<file path="src/rtl/fetch_stage.sv">
// Instruction-fetch stage: req/ack fetch from imem with a one-word hold buffer and flush-to-NOP.
// Optional misaligned-fetch trap enabled by defining FETCH_ALIGN_CHECK_EN.
module fetch_stage #(
    parameter logic [15:0] NOP_WORD = 16'h0800,
    parameter logic [15:0] RESET_PC = 16'hfffe
) (
    input  logic        clk,
    input  logic        rst,
    input  logic [15:0] nextPC,
    input  logic        stall,
    input  logic        flush,
    output logic        imemReq,
    output logic [15:0] imemAddr,
    input  logic        imemAck,
    input  logic [15:0] imemData,
    output logic [15:0] instructionOut,
    output logic [15:0] currentPCOut,
    output logic        fetchValid,
    output logic        alignFault
);

    typedef enum logic [1:0] {ISSUE, WAIT, HELD} state_t;

    state_t      state;
    logic [15:0] fetchPC;
    logic [15:0] holdBuf;
    logic        flushPend;

    logic [15:0] issueAddr;
    logic        issueGo;
    logic        deliverGo;
    logic        kill;
    logic [15:0] deliverData;

    // Misaligned address either traps (checked build) or is forced even.
`ifdef FETCH_ALIGN_CHECK_EN
    logic alignFaultQ;
    assign issueAddr  = nextPC;
    assign issueGo    = !stall && !nextPC[0] && !alignFaultQ;
    assign alignFault = alignFaultQ;

    always_ff @(posedge clk or posedge rst) begin
        if (rst) begin
            alignFaultQ <= 1'b0;
        end else if (state == ISSUE && !stall && nextPC[0]) begin
            alignFaultQ <= 1'b1;
        end
    end
`else
    assign issueAddr  = nextPC & 16'hfffe;
    assign issueGo    = !stall;
    assign alignFault = 1'b0;
`endif

    assign deliverGo   = !stall && ((state == WAIT && imemAck) || state == HELD);
    assign kill        = flush || flushPend;
    assign deliverData = (state == HELD) ? holdBuf : imemData;

    always_ff @(posedge clk or posedge rst) begin
        if (rst) begin
            state          <= ISSUE;
            imemReq        <= 1'b0;
            imemAddr       <= 16'h0000;
            fetchPC        <= 16'h0000;
            instructionOut <= NOP_WORD;
            currentPCOut   <= RESET_PC;
            fetchValid     <= 1'b0;
            flushPend      <= 1'b0;
            holdBuf        <= 16'h0000;
        end else begin
            fetchValid <= 1'b0;
            if (deliverGo) begin
                instructionOut <= kill ? NOP_WORD : deliverData;
                currentPCOut   <= fetchPC;
                fetchValid     <= !kill;
                flushPend      <= 1'b0;
                imemReq        <= 1'b0;
                state          <= ISSUE;
            end else begin
                case (state)
                    ISSUE: begin
                        if (issueGo) begin
                            fetchPC  <= issueAddr;
                            imemAddr <= issueAddr;
                            imemReq  <= 1'b1;
                            state    <= WAIT;
                        end
                    end
                    WAIT: begin
                        // Ack under stall parks the word; the flush mark travels with it.
                        if (imemAck) begin
                            holdBuf <= imemData;
                            imemReq <= 1'b0;
                            state   <= HELD;
                        end
                        if (flush) flushPend <= 1'b1;
                    end
                    HELD: begin
                        if (flush) flushPend <= 1'b1;
                    end
                    default: state <= ISSUE;
                endcase
            end
        end
    end

endmodule

</file>
<file path="config.mk">
export PLATFORM = sky130hd
export DESIGN_NAME = fetch_stage
export DESIGN_NICKNAME = d
export VERILOG_FILES = /design/src/rtl/fetch_stage.sv
export SDC_FILE = /design/constraint.sdc
export NUM_CORES = 1
export LEC_CHECK = 0
export BUFFER_PORTS_ARGS = -buffer_cell sky130_fd_sc_hd__buf_2
export CORE_MARGIN = 8
export CORE_UTILIZATION = 55
export DETAILED_ROUTE_END_ITERATION = 8
export HOLD_SLACK_MARGIN = 0.15
export PLACE_DENSITY = 0.83
export SLEW_MARGIN = 20
export SYNTH_ARGS = -nofsm -noshare
export SYNTH_HDL_FRONTEND = slang
export SYNTH_SLANG_ARGS = --single-unit
</file>
<file path="constraint.sdc">
create_clock -name clk -period 6.17 [get_ports clk]
set_clock_uncertainty 0.05 [all_clocks]
set_input_delay 0.9255 -clock clk [delete_from_list [all_inputs] [get_ports clk]]
set_output_delay 0.9255 -clock clk [all_outputs]
set_load 0.01 [all_outputs]
</file>
==> run summary <==
TritonCTS clock tree: yes
simple logic cell fraction of the synthesized area: 3.88%
final hold vios: 0
fin cells: 351
Main synth FF type: dfrtp_1
GR Layer Usage met3: 3.71%
Ports: 88
Starting Density: 56.8%
Total GRT Usage: 17.1%
Synth Area in Adders: 1.29%
min Tclk post-route: 2.26 ns
GPL Wtd Cong: 0.746
largest net degree at the start of global routing: 68
unrepaired setup endpoints after global routing: no
Distinct cells, synth: 34
R2R cell count: 6
XOR/XNOR Fraction of Synth Area: 0%
Global Route met2 Usage: 29.3%
share of layout cells above drive strength 1: 60.9%
ANT cells: 0
Crit Path Max Fanout: 16
post-CTS sizing: 0
Max rail drop VDD: 0.000320 V
status: finished clean
launch point of the worst reg-to-reg path: state[0]
WP data arrival: 2.45 ns
crit path kind: flip-flop to flip-flop
CP startpoint kind: flip-flop
max cap viols: 0
CTS Buf Count: 9
FF+latch count, synth: 67
CP Capture Type: flip-flop
CTS Hold Bufs: 0
endpoints failing setup: 0
Synth warnings: 0
Top Usage Layer GRT: met2
vias in the first global route: 2,076
RR Endpoint: instructionOut[7]
DR pass1 iterations: 4
Post-CTS Setup Bufs: 0
synthesized instance count: 190
register area share after synthesis: 58.5%
FMAX: 442 MHz
Port-buffer cells: 83
r2r setup slk: 3.91 ns
main combinational cell family by area after synthesis: multiplexers
Detailed Route Iter0 Violations: 89
DR DRC count: 0
via count: 1,849
post-synthesis mux area share: 24.7%
worst-case clock buffer depth: 2
Synth Area in Compound Gates: 7.64%
Clk pin slew, worst setup/hold paths: 0.07 ns
Post-Syn Area: 2900 µm²
wire per inst: 17.7 µm
Total Wirelength: 6200 µm
Placed Cells: 335
Clock Latency Late Sink: 0.33 ns
Root Buffer: clkbuf_8
initial antenna violation count: 0
Slew headroom: 45.2%
HP Class: flip-flop to flip-flop
WHS Endpoint: instructionOut[8]
ys async rst share: 100%
antenna-violating nets left: 0
hold path cells: 1
GR Util met1: 19.7%
slew of the pin with the lowest slew margin: 0.822 ns
Row Count: 26
hold path start: instructionOut[8]
Slew Limit Fails: 0
CTS sink cnt: 67
# fillers: 387
Detailed Place HPWL: 4320 µm
post-synthesis area per instance: 15.3 µm²
Leakage: 1.70 nW
EDFF count, synth: 0
CORE AREA: 5110 µm²
number of H-tree levels: 3
Post-Route Setup TNS: 0 ns
Die H: 88.6 µm
post-layout net count: 316
Final period util: 36.7%
Area growth, synth to finish: 21.2%
total congestion overflow: 0
die width: 88.6 µm
Die Area: 7850 µm²
via-per-instance ratio: 5.27
Crit path required time: 6.36 ns
global-route wire length before repair: 10,100 µm
Power per Cell Area: 503 nW/µm²
## critical path, stage by stage, from the launching register on
cell and delay (ns):
dfrtp_1 0.40, inv_1 0.11, ha_1 0.43, buf_4 0.36
a21o_2 0.14, nand2_1 0.37, o2bb2ai_1 0.31
## report_power, final
| part | internal, W | leakage, nW | switching [W] | total, W |
|---|---|---|---|---|
| Sequential | 0.000674 | 0.804 | 0.000112 | 0.000785 |
| Clock | 0.000178 | 0.0965 | 0.000154 | 0.000332 |
| Combinational | 0.000349 | 0.796 | 0.000301 | 0.000650 |
## cells in the mapped netlist, types with 2 or more instances
cell type	count	share of area (%)
ha_1	3	1.3
buf_2	3	0.52
o21ai_0	2	0.35
o2bb2ai_1	15	4.5
mux2i_1	16	5.5
a211oi_1	2	0.52
dfrtp_1	51	44
buf_6	2	0.78
mux2_4	10	5.2
nor2_1	2	0.26
buf_4	5	1.3
inv_1	5	0.65
mux2_2	36	14
dfstp_2	16	15
a21oi_1	3	0.52
## cells in the final DEF, fill, tap and decap left out, types with 2 or more instances in the layout
cell type | synthesis | routed
conb_1 | 1 | 3
mux2i_1 | 16 | 16
o2bb2ai_1 | 15 | 15
o21ai_0 | 2 | 2
dfrtp_1 | 51 | 51
a21oi_1 | 3 | 3
mux2_2 | 36 | 36
inv_1 | 5 | 4
nor2_1 | 2 | 2
a211oi_1 | 2 | 2
clkbuf_8 | 1 | 12
ha_1 | 3 | 3
buf_2 | 3 | 83
clkbuf_1 | 1 | 2
mux2_4 | 10 | 10
buf_4 | 5 | 2
dfstp_2 | 16 | 16
clkinv_2 | 0 | 2
## stage by stage
stage / worst slack [ns] / hold WS [ns] / power [W] / utilization (%) / area (µm²)
finish: 3.91 / 0.435 / 0.00177 / 68.8 / 3510
global route: 3.73 / 0.458 / 0.00188 / 68.8 / 3510
CTS: 3.87 / 0.441 / 0.00179 / 68.8 / 3510
detailed placement: 3.91 / 0.419 / 0.00145 / 65.2 / 3330
global placement: 3.95 / 0.416 / 0.00141 / 65.2 / 3330
floorplan: 3.54 / 0.429 / 0.00122 / - / 2910
## routing by layer
layer | wire length, µm | share of wire [%]
met1 | 2540 | 41
met2 | 3280 | 53
met3 | 279 | 4.5
met4 | 95 | 1.5
met5 | 0 | 0
## cells by family after synthesis
logic type	count (synthesis)
flops	67
mux	62
compound gates	27
buf+inv	17
simple gates	13
fa+ha+maj	3
other cells	1
## how the worst max path moves through the flow
stage               startpoint                end  slack, ns
floorplan                  rst        fetchPC[10]       3.54
global placement      state[0]  instructionOut[5]       3.95
detailed placement    state[0]  instructionOut[7]       3.91
CTS                   state[0]  instructionOut[7]       3.87
global route          state[0]  instructionOut[7]       3.73
finish                state[0]  instructionOut[7]       3.91
## flip-flops by register name (all words and copies together) (netlist names)
| register | count |
|---|---|
| imemReq | 1 |
| flushPend | 1 |
| holdBuf | 16 |
| fetchPC | 15 |
| currentPCOut | 15 |
| fetchValid | 1 |
| instructionOut | 16 |
| state | 2 |
## area by class of cell
class                   instances  area [µm²]  area share, %
clock buffers                  14         173           4.91
clock inverters                 2        10.0          0.285
inverters                       5        18.8          0.534
multi-input cells             108        1100           31.3
flip-flops and latches         67        1700           48.3
well taps                      70        87.6           2.49
repair buffers                 85         430           12.2
Note: power is estimated with default switching activity, not from simulation.
